File: config.mk
export PLATFORM = sky130hd
export DESIGN_NAME = eth_frame_rx_flat
export DESIGN_NICKNAME = d
export VERILOG_FILES = /design/src/rtl/eth_frame_rx_if.sv /design/src/rtl/eth_frame_rx.sv /design/src/flat_wrapper.sv
export SDC_FILE = /design/constraint.sdc
export NUM_CORES = 1
export LEC_CHECK = 0
export CAP_MARGIN = 5
export CORE_ASPECT_RATIO = 1.2
export CORE_MARGIN = 2
export CORE_UTILIZATION = 59
export CTS_CLUSTER_SIZE = 12
export DETAILED_ROUTE_END_ITERATION = 12
export PLACE_DENSITY_LB_ADDON = 0.25
export SYNTH_ARGS = -nofsm -noshare
export SYNTH_HDL_FRONTEND = slang
export SYNTH_SLANG_ARGS = --single-unit
File: constraint.sdc
create_clock -name clk125 -period 3.1 [get_ports clk125]
set_input_delay 0.62 -clock clk125 [delete_from_list [all_inputs] [get_ports clk125]]
set_output_delay 0.62 -clock clk125 [all_outputs]
set_load 0.005 [all_outputs]
File: src/rtl/eth_frame_rx_if.sv
// rtl/eth_frame_rx_if.sv - byte-in / 40-bit-word-out bus of the Ethernet frame receiver
interface eth_frame_rx_if;
  logic        rx_dv;
  logic        rx_er;
  logic [7:0]  rx_data;
  logic        full;
  logic [39:0] odata;
  logic        wren;

  // master: PHY byte source plus downstream FIFO
  modport master (
    output rx_dv, rx_er, rx_data, full,
    input  odata, wren
  );

  // slave: the frame receiver
  modport slave (
    input  rx_dv, rx_er, rx_data, full,
    output odata, wren
  );
endinterface

File: src/rtl/eth_frame_rx.sv
// rtl/eth_frame_rx.sv - Ethernet frame parser with 40-bit sample unpacking (FCS check under FRAME_RX_CRC_EN)
module eth_frame_rx #(
  parameter logic [15:0] ETHERTYPE     = 16'h88B5,
  parameter int          PAYLOAD_BYTES = 1000,
  parameter int          CNT_W         = 16
) (
  input  logic             clk125,
  input  logic             reset_n,
  eth_frame_rx_if.slave    bus,
  output logic             frame_ok,
  output logic             frame_err,
  output logic             ovf,
  output logic [CNT_W-1:0] frame_cnt,
  output logic [CNT_W-1:0] err_cnt
);

  typedef enum logic [2:0] {
    S_IDLE,
    S_PREAMBLE,
    S_HEADER,
    S_PAYLOAD,
    S_FCS,
    S_DROP
  } state_t;

  localparam logic [15:0] LAST_PAY = 16'(PAYLOAD_BYTES - 1);

  state_t      state;
  logic [15:0] cnt;      // byte index within the current section
  logic [2:0]  grp;      // bytes of the current 5-byte group already held
  logic [31:0] shreg;    // first four bytes of the group; the fifth comes straight from rx_data
  logic [7:0]  type_hi;
  logic [39:0] odata_q;
  logic        wren_q;

  logic        rx_dv;
  logic        rx_er;
  logic [7:0]  rx_data;
  logic        full;

  assign rx_dv     = bus.rx_dv;
  assign rx_er     = bus.rx_er;
  assign rx_data   = bus.rx_data;
  assign full      = bus.full;
  assign bus.odata = odata_q;
  assign bus.wren  = wren_q;

  function automatic logic [CNT_W-1:0] sat_inc(input logic [CNT_W-1:0] v);
    return (&v) ? v : v + 1'b1;
  endfunction

`ifdef FRAME_RX_CRC_EN
  // The register runs LSB-first (reflected); the residue constant is in MSB-first order.
  localparam logic [31:0] RESIDUE = 32'hC704DD7B;

  logic [31:0] crc;
  logic [31:0] crc_nx;

  function automatic logic [31:0] crc_byte(input logic [31:0] c, input logic [7:0] d);
    logic [31:0] r;
    r = c ^ {24'h0, d};
    for (int i = 0; i < 8; i++) begin
      r = r[0] ? ((r >> 1) ^ 32'hEDB88320) : (r >> 1);
    end
    return r;
  endfunction

  function automatic logic [31:0] bitrev(input logic [31:0] v);
    logic [31:0] r;
    for (int i = 0; i < 32; i++) begin
      r[i] = v[31-i];
    end
    return r;
  endfunction

  assign crc_nx = crc_byte(crc, rx_data);
`endif

  // Frame parser FSM with word packing, status pulses and counters
  always_ff @(posedge clk125 or negedge reset_n) begin
    if (!reset_n) begin
      state     <= S_IDLE;
      cnt       <= '0;
      grp       <= '0;
      shreg     <= '0;
      type_hi   <= '0;
      odata_q   <= '0;
      wren_q    <= 1'b0;
      frame_ok  <= 1'b0;
      frame_err <= 1'b0;
      ovf       <= 1'b0;
      frame_cnt <= '0;
      err_cnt   <= '0;
`ifdef FRAME_RX_CRC_EN
      crc       <= 32'hFFFFFFFF;
`endif
    end else begin
      wren_q    <= 1'b0;
      frame_ok  <= 1'b0;
      frame_err <= 1'b0;
      case (state)
        S_IDLE: begin
          // Mid-frame garbage without a preamble is skipped as a whole
          if (rx_dv) begin
            state <= (rx_data == 8'h55) ? S_PREAMBLE : S_DROP;
          end
        end
        S_PREAMBLE: begin
          if (!rx_dv) begin
            state <= S_IDLE;
          end else if (rx_er) begin
            state <= S_DROP;
          end else if (rx_data == 8'hD5) begin
            state <= S_HEADER;
            cnt   <= '0;
            grp   <= '0;
`ifdef FRAME_RX_CRC_EN
            crc   <= 32'hFFFFFFFF;
`endif
          end else if (rx_data != 8'h55) begin
            state <= S_DROP;
          end
        end
        S_HEADER, S_PAYLOAD, S_FCS: begin
          if (!rx_dv) begin
            frame_err <= 1'b1;
            err_cnt   <= sat_inc(err_cnt);
            state     <= S_IDLE;
          end else if (rx_er) begin
            frame_err <= 1'b1;
            err_cnt   <= sat_inc(err_cnt);
            state     <= S_DROP;
          end else begin
            cnt <= cnt + 16'd1;
`ifdef FRAME_RX_CRC_EN
            crc <= crc_nx;
`endif
            if (state == S_HEADER) begin
              if (cnt == 16'd12) begin
                type_hi <= rx_data;
              end
              if (cnt == 16'd13) begin
                cnt   <= '0;
                state <= ({type_hi, rx_data} == ETHERTYPE) ? S_PAYLOAD : S_DROP;
              end
            end else if (state == S_PAYLOAD) begin
              shreg <= {shreg[23:0], rx_data};
              if (grp == 3'd4) begin
                grp <= '0;
                if (full) begin
                  ovf <= 1'b1;
                end else begin
                  odata_q <= {shreg, rx_data};
                  wren_q  <= 1'b1;
                end
              end else begin
                grp <= grp + 3'd1;
              end
              if (cnt == LAST_PAY) begin
                cnt   <= '0;
                state <= S_FCS;
              end
            end else if (cnt == 16'd3) begin
              // Anything still arriving after the FCS belongs to no frame
              state <= S_DROP;
`ifdef FRAME_RX_CRC_EN
              if (bitrev(crc_nx) == RESIDUE) begin
                frame_ok  <= 1'b1;
                frame_cnt <= sat_inc(frame_cnt);
              end else begin
                frame_err <= 1'b1;
                err_cnt   <= sat_inc(err_cnt);
              end
`else
              frame_ok  <= 1'b1;
              frame_cnt <= sat_inc(frame_cnt);
`endif
            end
          end
        end
        S_DROP: begin
          if (!rx_dv) begin
            state <= S_IDLE;
          end
        end
        default: state <= S_IDLE;
      endcase
    end
  end

endmodule
File: src/flat_wrapper.sv
// flat-port wrapper written by rule: the top's interface ports become plain ports
module eth_frame_rx_flat 
#(
  parameter logic [15:0] ETHERTYPE     = 16'h88B5,
  parameter int          PAYLOAD_BYTES = 1000,
  parameter int          CNT_W         = 16
)
  (clk125, reset_n, frame_ok, frame_err, ovf, frame_cnt, err_cnt, bus_rx_dv, bus_rx_er, bus_rx_data, bus_full, bus_odata, bus_wren);
  eth_frame_rx_if bus_i ();
  input  logic clk125;
  input  logic reset_n;
  output logic frame_ok;
  output logic frame_err;
  output logic ovf;
  output logic [CNT_W-1:0] frame_cnt;
  output logic [CNT_W-1:0] err_cnt;
  input wire logic [$bits(bus_i.rx_dv)-1:0] bus_rx_dv;
  input wire logic [$bits(bus_i.rx_er)-1:0] bus_rx_er;
  input wire logic [$bits(bus_i.rx_data)-1:0] bus_rx_data;
  input wire logic [$bits(bus_i.full)-1:0] bus_full;
  output wire logic [$bits(bus_i.odata)-1:0] bus_odata;
  output wire logic [$bits(bus_i.wren)-1:0] bus_wren;
  assign bus_i.rx_dv = bus_rx_dv;
  assign bus_i.rx_er = bus_rx_er;
  assign bus_i.rx_data = bus_rx_data;
  assign bus_i.full = bus_full;
  assign bus_odata = bus_i.odata;
  assign bus_wren = bus_i.wren;
  eth_frame_rx #(.ETHERTYPE(ETHERTYPE), .PAYLOAD_BYTES(PAYLOAD_BYTES), .CNT_W(CNT_W)) u_core (.clk125(clk125), .reset_n(reset_n), .bus(bus_i), .frame_ok(frame_ok), .frame_err(frame_err), .ovf(ovf), .frame_cnt(frame_cnt), .err_cnt(err_cnt));
endmodule
==> results of run 1 <==
-- worst max-delay path, delay by kind of cell --
family | cells | cell delay (ns)
and+or+nand+nor | 3 | 1.21
AOI/OAI and AO/OA | 2 | 0.37
buffers and inverters | 2 | 0.64
-- cells in the mapped netlist, types with 7 or more instances --
master,count
dfrtp_1,138
nand2_1,121
mux2_2,52
nand3_1,28
xnor2_1,27
o21ai_0,19
clkbuf_1,14
nand4_1,14
nor2_1,14
inv_1,13
nor3_1,12
and3_1,10
a21oi_1,8
buf_2,8
nor4_1,8
ha_1,7
xor2_1,7
-- power by group through the flow --
| stage | clock, mW | sequential, mW | combinational [mW] |
|---|---|---|---|
| 3_5_place_dp | 0 | 2.09 | 0.594 |
| 3_3_place_gp | 0 | 2.09 | 0.571 |
| 5_1_grt | 2.28 | 2.08 | 0.661 |
| 6_report | 2.19 | 2.07 | 0.599 |
| 2_1_floorplan | 0 | 2.01 | 0.406 |
| 4_1_cts | 2.21 | 2.06 | 0.599 |
-- stage by stage --
step           util, %  hold slack (ns)  area [µm²]  setup WS, ns
2_1_floorplan        -            0.324        6300         0.836
3_3_place_gp      71.0            0.452        7430         0.227
3_5_place_dp      71.0            0.464        7430         0.151
4_1_cts           77.1            0.236        8070         0.580
5_1_grt           77.1            0.272        8070         0.407
6_report          77.1            0.196        8070         0.550
-- cells in the final DEF, fill, tap and decap left out, types with 3 or more instances in the layout --
cell and count:
clkdlybuf4s50_1 87, and2_1 5, o21bai_1 3, nor3_1 10, or4_1 3, nor2_1 14
dfrtp_1 138, a31oi_1 3, a21oi_1 8, and3_1 10, nand4_1 14, nor4_1 8
nand2b_1 5, buf_4 21, ha_1 7, xnor2_1 27, nand2_1 121, clkbuf_16 17
o21ai_0 19, nand4b_1 4, nand3_1 28, mux2_2 52, inv_6 5, and4_1 3
inv_1 13, bufinv_16 4, nor4b_1 6, o211ai_1 3, o21ai_1 6, a21o_1 3
xor2_1 7
-- logic make-up (layout without fill, tap and decap cells) --
family	after synthesis	in the layout
multiplexers	53	53
adder cells (fa/ha/maj)	7	7
XOR/XNOR	34	34
flip-flops	138	138
AND/OR/NAND/NOR	250	250
buffers and inverters	38	155
AO/OA/AOI/OAI	62	62
-- metal layers --
metal / vias up / GRT usage, % / wire (µm)
met5: - / 0 / 0
met4: 0 / 12.1 / 356
met3: 33 / 6.00 / 878
met2: 190 / 48.8 / 8060
met1: 2480 / 34.5 / 6180
li1: 2262 / - / -
-- sequential cells by signal, indices dropped and copies added, names as in the netlist --
| name | cells |
|---|---|
| u_core.type_hi | 8 |
| u_core.frame_err | 1 |
| u_core.bus.wren | 1 |
| u_core.frame_ok | 1 |
| u_core.grp | 3 |
| u_core.state | 3 |
| u_core.err_cnt | 16 |
| u_core.bus.odata | 40 |
| u_core.cnt | 16 |
| u_core.shreg | 32 |
| u_core.ovf | 1 |
| u_core.frame_cnt | 16 |
-- area by class of cell --
type                            count  share of cell area, %
Sequential cell                   138                   42.8
Tap cell                          129                   2.00
Timing Repair Buffer              111                   13.4
Clock buffer                       17                   5.27
Inverter                           13                  0.605
Clock inverter                     14                   2.61
Multi-Input combinational cell    406                   33.3
-- worst max path at each step --
stage / from / to / slack [ns] / cells after the start
after floorplan: bus_rx_data[5] / u_core.cnt[2] / 0.84 / 7
after global placement: bus_rx_data[3] / u_core.cnt[10] / 0.23 / 7
after detailed placement: bus_rx_dv / u_core.cnt[6] / 0.15 / 7
after CTS: bus_rx_data[3] / u_core.cnt[9] / 0.58 / 7
after global routing: bus_rx_dv / u_core.cnt[6] / 0.41 / 7
final: bus_rx_data[3] / u_core.cnt[9] / 0.55 / 7
==> results.json, run 1 <==
{
  "p_per_area_mw_per_mm2": 602,
  "clk_pin_slew_ns": 0.06,
  "p_int_mw": 3.54,
  "fin_cells": 828,
  "async_flop_share_pct": 100,
  "synth-edff-count": 0,
  "hold_path_class": "in -> async",
  "syn_inst": 582,
  "switchingPower_mw": 1.31,
  "fmax_mhz": 392,
  "status": "completed",
  "cts_buffer_depth": 2,
  "synth-seq-cells": 138,
  "wl_per_cell_um": 18.7,
  "ys_seq_area_share_pct": 54.8,
  "drv_slew": 0,
  "grt_first_pass_wirelength_um": 25500,
  "cts.hold.buffers_added": 0,
  "critPathMaxFanout": 9,
  "min_period_ns": 2.55,
  "dp_hpwl_um": 10200,
  "viasPerCell": 6.00,
  "hold_viol_final": 0,
  "setup_viol": 0,
  "clock_sinks": 138,
  "drv_cap": 0,
  "path_class": "in -> reg",
  "fin_crit_sh_pct": 82.2,
  "clk_latency_ns": 0.42,
  "crit_path_start_kind": "input pin",
  "yosysWarnings": 0,
  "clkPwrFrac_pct": 45.1,
  "rsz0062_at_grt": "false",
  "fill_cells": 696,
  "drc": 0,
  "finClkSkew_ns": 0.00751,
  "die-area_mm2": 0.0115,
  "cp_slowest_cell": "or4_4",
  "swShare_pct": 27.0,
  "r2r_end": "u_core.frame_cnt[1]",
  "netlist.area_leader.share_pct": 54.8,
  "ys_types": 57,
  "syn_to_final_growth_pct": 28.0,
  "place_inst": 797,
  "place.gp.congestion": 0.917,
  "syn_nets": 602,
  "cts_setup_buffers": 0,
  "reg2reg_depth": 5,
  "rr_startpoint": "u_core.cnt[5]",
  "synth_compound_area_share_pct": 6.87,
  "cp_data_required_time_ns": 3.39,
  "synth-adder-area-share_pct": 1.39,
  "drtAntennaViolNets": 0,
  "cts_made_buffers": 17,
  "die_height_um": 117,
  "grt_overflow": 0,
  "wirelength_um": 15500,
  "yosys.area_share.xor_xnor_pct": 4.73,
  "synth_area_leaders": "dfrtp_1 55%, mux2_2 9.3%, nand2_1 7.2%, xnor2_1 3.8%, nand3_1 2.2%",
  "yosys_most_used_dff": "dfrtp_1",
  "drtPass1Iterations": 6,
  "syn-mean-instance-area_um2": 10.8,
  "multi_input_area_mm2": 0.00269,
  "grt_antenna_before_repair": 0,
  "crit_path_end_kind": "flip-flop",
  "layout-drive-gt1-share_pct": 17.5,
  "final-seq-area_mm2": 0.00345,
  "htree_levels": 4,
  "p_comb_share_pct": 12.3,
  "p_total_mw": 4.86,
  "cts_resized": 0,
  "start_util_pct": 60.2,
  "n_antenna_cell": 0,
  "drtIter0Drc": 420,
  "yosys.area_share.simple_pct": 20.1,
  "cts_tree": "built",
  "num_io_pins": 89,
  "worstPathCellList": "clkdlybuf4s50_1 -> nand4bb_1 -> or4_4 -> and2_1 -> a211oi_4 -> buf_4 -> o21ai_0",
  "leakage_nw": 3.75,
  "synthMuxAreaShare_pct": 9.45,
  "portBuffers": 88,
  "rrSetupSlack_ns": 0.62,
  "peakVddDrop_mv": 0.482,
  "final_nets": 707,
  "tightest_slew_ns": 0.945,
  "grt_pass1_vias": 5138,
  "slew_headroom_pct": 36.4,
  "die_w_um": 98.4,
  "grt_max_degree": 73,
  "crit_path_max_incr_delay_ns": 0.59,
  "crit_arrival_ns": 2.84,
  "p_seq_share_pct": 42.6,
  "post-synth-top-area-cell": "dfrtp_1",
  "core_mm2": 0.0105,
  "vias": 4965,
  "synth_top_family_by_area": "simple AND/OR/NAND/NOR gates",
  "clockRootBuffer": "clkbuf_16",
  "gr-usage-all-layers_pct": 28.2,
  "syn_area_mm2": 0.00630,
  "tns_ns": 0,
  "rows": 41
}
No activity file was read; power rests on OpenSTA's default activity.
==> run 2: changes to the inputs <==
- CORE_UTILIZATION: 59 -> 49
- clock period: 3.1 -> 2.2 ns (I/O delays scaled with it)
==> results.json, run 2 (same netlist as run 1, synthesis figures left out) <==
{
  "wl_per_cell_um": 17.1,
  "cts_made_buffers": 17,
  "place.gp.congestion": 0.889,
  "fin_crit_sh_pct": 98.5,
  "num_io_pins": 89,
  "crit_path_start_kind": "input pin",
  "clk_latency_ns": 0.41,
  "clkPwrFrac_pct": 43.6,
  "drtPass1Iterations": 5,
  "grt_max_degree": 51,
  "die_w_um": 108,
  "drv_cap": 0,
  "placed_cell_area_mm2": 0.00781,
  "wirelength_um": 15500,
  "largest_register_ff_count": 40,
  "setup_ws_ns": 0.0322,
  "drtAntennaViolNets": 0,
  "start_util_pct": 50.0,
  "drv_slew": 0,
  "leakage_nw": 3.99,
  "p_int_mw": 5.08,
  "n_antenna_cell": 0,
  "cts_buffer_depth": 2,
  "final_cell_mix": "136 x dfrtp_1, 121 x nand2_1, 86 x clkdlybuf4s50_1",
  "cp_data_required_time_ns": 2.48,
  "critPathMaxFanout": 7,
  "place_ws_ns": -0.387,
  "crit_path_end_kind": "flip-flop",
  "cts_tree": "built",
  "p_per_area_mw_per_mm2": 816,
  "grt_pass1_vias": 5291,
  "peakVddDrop_mv": 0.526,
  "drtIter0Drc": 310,
  "htree_levels": 4,
  "crit_arrival_ns": 2.45,
  "dp_hpwl_um": 10900,
  "portBuffers": 88,
  "syn_to_final_growth_pct": 35.2,
  "gr-usage-all-layers_pct": 23.9,
  "fmax_mhz": 461,
  "clockRootBuffer": "clkbuf_16",
  "drc": 0,
  "die_height_um": 128,
  "finClkSkew_ns": 0.0102,
  "path_class": "in -> reg",
  "viasPerCell": 5.57,
  "final_common_cell": "dfrtp_1",
  "switchingPower_mw": 1.87,
  "clk_pin_slew_ns": 0.06,
  "vias": 5060,
  "rows": 45,
  "die-area_mm2": 0.0138,
  "rsz0062_at_grt": "false",
  "status": "completed",
  "final_nets": 752,
  "hold_path_class": "in -> reg",
  "setup_viol": 0,
  "tightest_slew_ns": 0.496,
  "fill_cells": 972,
  "grt_first_pass_wirelength_um": 25700,
  "layout-drive-gt1-share_pct": 23.6,
  "postLayoutCellArea_mm2": 0.00852,
  "grt_overflow": 0,
  "clock_sinks": 138,
  "p_seq_share_pct": 41.4,
  "min_period_ns": 2.17,
  "p_comb_share_pct": 15.0,
  "slew_headroom_pct": 66.9,
  "hold_viol_final": 0,
  "core_mm2": 0.0126,
  "swShare_pct": 26.9,
  "grt_antenna_before_repair": 0
}
## run 2: cell types whose count changed in the layout (fill, tap and decap cells not counted), sizes merged
cell / before / now
buf: 24 / 68
clkbuf: 17 / 19
bufinv: 4 / 3
clkdlybuf4s50: 87 / 86
clkinvlp: 2 / 3
dlygate4sd3: 0 / 1
dlymetal6s2s: 0 / 1
inv: 20 / 19
## run 2: worst max-delay path, stage by stage
cell and delay (ns):
clkdlybuf4s50_1 0.47, nand4bb_4 0.27, or4_4 0.51, and2_1 0.23, a211oi_4 0.23, buf_4 0.18
o21ai_0 0.11
## run 2: timing repair
action,CTS,global route
hold buffers,1,0
hold endpoints to repair,46,0
endpoints found under the setup margin,4,22
gates resized for setup,1,9
buffers inserted,0,1
pin swaps,0,0
## run 2: power groups by stage
stage,sequential [mW],clock (mW),combinational (mW)
after global placement,2.91,0,1.00
after CTS,2.87,3.07,1.04
final,2.88,3.03,1.04
after global routing,2.90,3.21,1.14
after detailed placement,2.91,0,1.02
after floorplan,2.83,0,0.572
## run 2: final cells by class
type	instances	area, µm²	area share [%]
Tap cell	164	205	2.41
Timing Repair Buffer	156	1440	16.8
Clock inverter	13	179	2.10
Multi-Input combinational cell	406	2740	32.2
Inverter	13	48.8	0.573
Sequential cell	138	3460	40.6
Clock buffer	19	453	5.32
## run 2: layer usage
metal / part of all wire, % / global-route usage [%] / vias up
li1: - / - / 2346
met5: 0 / 0 / -
met2: 51 / 40.5 / 155
met4: 2.7 / 9.65 / 0
met3: 4.6 / 5.90 / 38
met1: 42 / 29.1 / 2521
## run 2: final timing paths
kind                                       start  cells past startpoint                 to  slack (ns)
worst max register to register   u_core.state[2]                      6     u_core.cnt[15]        0.07
worst max-delay path              bus_rx_data[5]                      7     u_core.cnt[15]        0.03
worst min-delay path              bus_rx_data[6]                      3    u_core.shreg[6]        0.41
max in group asynchronous                reset_n                      3    u_core.state[0]        0.96
min in group asynchronous                reset_n                      2  u_core.err_cnt[8]        0.52
worst min register to register  u_core.shreg[27]                      2   u_core.shreg[27]        0.47
## run 2: per-stage QoR
stage / setup TNS, ns / total power [mW] / hold slack (ns) / util [%] / instances
2_1_floorplan: 0 / 3.40 / 0.144 / - / 582
3_3_place_gp: -19.70 / 3.91 / 0.408 / 61.9 / 875
3_5_place_dp: -21.86 / 3.93 / 0.408 / 61.9 / 875
4_1_cts: 0 / 6.97 / 0.478 / 67.1 / 908
5_1_grt: 0 / 7.25 / 0.397 / 67.6 / 909
6_report: 0 / 6.95 / 0.411 / 67.6 / 909
==> run 3: changes to the inputs <==
- SKIP_CTS_REPAIR_TIMING: not set -> 1
- TNS_END_PERCENT: not set -> 1
==> results.json, run 3 (same netlist as run 1, synthesis figures left out) <==
{
  "gr-usage-all-layers_pct": 23.8,
  "tns_ns": 0,
  "htree_levels": 4,
  "path_delay_family": "simple AND/OR/NAND/NOR gates",
  "clk_latency_ns": 0.41,
  "hold_path_class": "in -> reg",
  "fmax_mhz": 460,
  "drv_slew": 0,
  "setup_ws_ns": 0.0250,
  "drtPass1Iterations": 5,
  "crit_path_max_incr_delay_ns": 0.51,
  "n_antenna_cell": 0,
  "clockRootBuffer": "clkbuf_16",
  "die_w_um": 108,
  "fill_cells": 972,
  "leakage_nw": 3.99,
  "die_height_um": 128,
  "grt_max_degree": 51,
  "portBuffers": 88,
  "final_cell_mix": "136 x dfrtp_1, 121 x nand2_1, 86 x clkdlybuf4s50_1",
  "p_seq_share_pct": 41.4,
  "final_nets": 752,
  "viasPerCell": 5.60,
  "switchingPower_mw": 1.87,
  "grt_overflow": 0,
  "final_common_cell": "dfrtp_1",
  "grt_pass1_vias": 5258,
  "cts_buffer_depth": 2,
  "drtIter0Drc": 350,
  "dp_hpwl_um": 10900,
  "cp_slowest_cell": "or4_4",
  "swShare_pct": 26.9,
  "p_int_mw": 5.08,
  "largest_register_ff_count": 40,
  "crit_arrival_ns": 2.45,
  "holdWs_ns": 0.406,
  "critPathMaxFanout": 7,
  "rows": 45,
  "fin_crit_sh_pct": 98.9,
  "setup_viol": 0,
  "place.gp.congestion": 0.889,
  "tightest_slew_ns": 0.495,
  "layout-drive-gt1-share_pct": 23.6,
  "rsz0062_at_grt": "false",
  "slew_headroom_pct": 67.0,
  "p_comb_share_pct": 14.9,
  "num_io_pins": 89,
  "grt_first_pass_wirelength_um": 25600,
  "vias": 5094,
  "drc": 0,
  "hold_viol_final": 0,
  "wl_per_cell_um": 17.1,
  "finClkSkew_ns": 0.0105,
  "clock_sinks": 138,
  "grt_antenna_before_repair": 0,
  "p_total_mw": 6.95,
  "status": "completed",
  "clk_pin_slew_ns": 0.06,
  "worst-path-buf-inv": 2,
  "crit_path_start_kind": "input pin",
  "path_class": "in -> reg",
  "syn_to_final_growth_pct": 35.2,
  "worstPathCellList": "clkdlybuf4s50_1 -> nand4bb_4 -> or4_4 -> and2_1 -> a211oi_4 -> buf_4 -> o21ai_0",
  "core_mm2": 0.0126,
  "cts_made_buffers": 17,
  "crit_path_end_kind": "flip-flop",
  "p_per_area_mw_per_mm2": 816,
  "drtAntennaViolNets": 0,
  "peakVddDrop_mv": 0.526,
  "die-area_mm2": 0.0138,
  "cts_tree": "built",
  "start_util_pct": 50.0,
  "wirelength_um": 15600,
  "drv_cap": 0,
  "cp_data_required_time_ns": 2.48,
  "place_ws_ns": -0.387,
  "clkPwrFrac_pct": 43.6,
  "min_period_ns": 2.17
}
run 3: cell counts in the layout (fill, tap and decap cells not counted):
Identical to the previous run, type by type.
run 3: per-stage QoR:
stage / cell area, µm² / util, % / instances
final: 8520 / 67.6 / 909
after global routing: 8520 / 67.6 / 909
after CTS: 8440 / 67.0 / 907
after detailed placement: 7810 / 61.9 / 875
after global placement: 7810 / 61.9 / 875
after floorplan: 6300 / - / 582
run 3: worst paths after layout:
| kind | from | to | slack, ns | cells past startpoint |
|---|---|---|---|---|
| setup / recovery | bus_rx_data[5] | u_core.cnt[15] | 0.03 | 7 |
| hold / removal | bus_rx_data[6] | u_core.shreg[6] | 0.41 | 3 |
| setup reg to reg | u_core.state[2] | u_core.cnt[15] | 0.06 | 6 |
| hold reg to reg | u_core.shreg[27] | u_core.shreg[27] | 0.47 | 2 |
| max in group asynchronous | reset_n | u_core.state[0] | 0.96 | 3 |
| min in group asynchronous | reset_n | u_core.err_cnt[8] | 0.53 | 2 |
run 3: worst register-to-register path: stages (launching register included):
cell	delay [ns]
dfrtp_2	0.47
nand2b_1	0.23
or4_4	0.55
and2_1	0.23
a211oi_4	0.23
buf_4	0.18
o21ai_0	0.12
run 3: layout make-up:
type	count	area, µm²	area share, %
clock buffers	19	453	5.32
clock inverters	13	179	2.10
inverters	13	48.8	0.573
multi-input cells	406	2740	32.2
flip-flops and latches	138	3460	40.6
well taps	164	205	2.41
repair buffers	156	1440	16.8
run 3: power by group through the flow:
stage	sequential [mW]	clock, mW	combinational (mW)
after detailed placement	2.91	0	1.02
after CTS	2.87	3.07	1.03
after global placement	2.91	0	1.00
after global routing	2.90	3.21	1.14
after floorplan	2.83	0	0.572
final	2.88	3.03	1.04
run 3: layer usage:
metal | global-route usage, % | routed length (µm)
met3 | 5.85 | 766
met1 | 29.0 | 6410
met4 | 9.20 | 376
met2 | 40.6 | 8010
met5 | 0 | 0
==> RTL change: new RTL, config.mk and constraints of run 3 <==
`CNT_W` is set to 16 in 2 places; all go to 24.
--- a/src/rtl/eth_frame_rx.sv
+++ b/src/rtl/eth_frame_rx.sv
@@ -2,7 +2,7 @@
 module eth_frame_rx #(
   parameter logic [15:0] ETHERTYPE     = 16'h88B5,
   parameter int          PAYLOAD_BYTES = 1000,
-  parameter int          CNT_W         = 16
+  parameter int          CNT_W         = 24
 ) (
   input  logic             clk125,
   input  logic             reset_n,
--- a/src/flat_wrapper.sv
+++ b/src/flat_wrapper.sv
@@ -3,7 +3,7 @@
 #(
   parameter logic [15:0] ETHERTYPE     = 16'h88B5,
   parameter int          PAYLOAD_BYTES = 1000,
-  parameter int          CNT_W         = 16
+  parameter int          CNT_W         = 24
 )
   (clk125, reset_n, frame_ok, frame_err, ovf, frame_cnt, err_cnt, bus_rx_dv, bus_rx_er, bus_rx_data, bus_full, bus_odata, bus_wren);
   eth_frame_rx_if bus_i ();
Ports: changed (resized err_cnt and frame_cnt); port bits go from 89 to 105. No check against the original RTL was run, so the function may have changed too.
==> RTL change against run 3 <==
Maximum frequency up 1.0%; wire length is 1.5% higher; area after synthesis rose by 12%; final area rose by 9.0%; non-clock buffer count up 7; setup slack better by 22 ps; power rose by 5.1%; die area grew 12%; sequential cell count increased by 16; cell count rose by 3.0%; first-iteration DRC count fell by 31%; hold slack better by 70 ps; highest routed layer unchanged.
==> RTL change: results <==
metrics = {
    "run_status": {
        "outcome": "finished clean",
    },
    "worst_setup_path": {
        "arrival_ps": 2470,
        "r2r-start": "u_core.cnt[11]",
        "cpPeakStageDelay_ps": 430,
        "r2r_end": "u_core.type_hi[2]",
        "slowest_stage": "dfrtp_1",
        "cp_max_fo": 8,
        "rrSetupSlack_ps": 50,
    },
    "final_layout": {
        "multiInputGateArea_um2": 3063,
        "nMultiInputCombCells": 402,
        "inverters": 10,
        "nets": 768,
        "nNonClkBuffers": 163,
        "fillCellCount": 1100,
        "final-nonclk-buf-share_pct": 16.68,
        "clock_area_share_pct": 6.114,
        "regArea_um2": 3854,
        "drive_above_1_share_pct": 24.70,
    },
    "clock_network": {
        "clock-sinks": 154,
        "clock_latency_ps": 430,
        "cts_max_level": 4,
    },
    "synthesis": {
        "synth_adder_area_share_pct": 1.241,
        "synth.mux.area_fraction_pct": 14.01,
        "synth_compound_area_share_pct": 5.551,
        "syn_avg_cell_area_um2": 11.96,
        "yosysSeqAreaShare_pct": 54.62,
        "synth_commonest_cells": "dfrtp_1, mux2_2, nand2_1",
        "synth-xor-area-share_pct": 5.586,
        "syn-num-nets": 610,
        "synth_cell_types": 60,
    },
    "detailed_routing": {
        "vias": 5209,
        "wl_met2_um": 7953,
        "m1WireLength_um": 6880,
        "wl_met3_um": 693,
        "viasPerCell": 5.565,
        "finalWirelength_um": 15800,
        "drt-initial-drc-count": 243,
    },
    "sta": {
        "tightestPinTransition_ps": 499.3,
        "fin_worst_skew_ps": 5.737,
    },
    "global_routing": {
        "grt_util_all_layers_pct": 22.42,
        "grt_pass1_vias": 5374,
        "grt_util_met1_pct": 28.84,
        "grt_pass1_wl_um": 27230,
        "grt_util_met3_pct": 5.593,
    },
    "placement": {
        "place.port_buffers": 104,
        "place.gp.congestion": 0.8798,
        "dp_hpwl_um": 11160,
    },
    "power_and_ir_drop": {
        "ir_drop_mv": 0.5108,
        "p_sw_share_pct": 29.37,
        "p_leak_nw": 4.198,
        "pg_seq_w": 0.00325,
        "comb_power_share_pct": 17.0,
    },
    "hold_path": {
        "holdPathStages": 1,
        "hold_end": "u_core.ovf",
    },
    "die": {
        "dieArea_um2": 15380,
    },
}
-- RTL change: through the flow --
step	cell area, um2	setup slack [ps]	TNS, ps	power (W)	hold slack [ps]
2_1_floorplan	7056	216.6	0	0.003949	144.4
3_3_place_gp	8690	-222.1	-20140	0.004473	411.1
3_5_place_dp	8690	-286.0	-23270	0.004520	414.0
4_1_cts	9258	21.71	0	0.007361	-49.76
5_1_grt	9291	-29.04	-182.9	0.007655	500.6
6_report	9291	47.33	0	0.007305	476.2
-- RTL change: how the worst max path moves through the flow --
stage,start,end,slack [ps],cells past startpoint
after floorplan,u_core.cnt[0],u_core.state[0],220,6
after global placement,bus_rx_er,u_core.bus.odata[31],-220,6
after detailed placement,bus_rx_er,u_core.bus.odata[26],-290,6
after CTS,u_core.cnt[11],u_core.frame_cnt[20],20,6
after global routing,u_core.cnt[11],u_core.type_hi[2],-30,6
final,u_core.cnt[11],u_core.type_hi[2],50,6
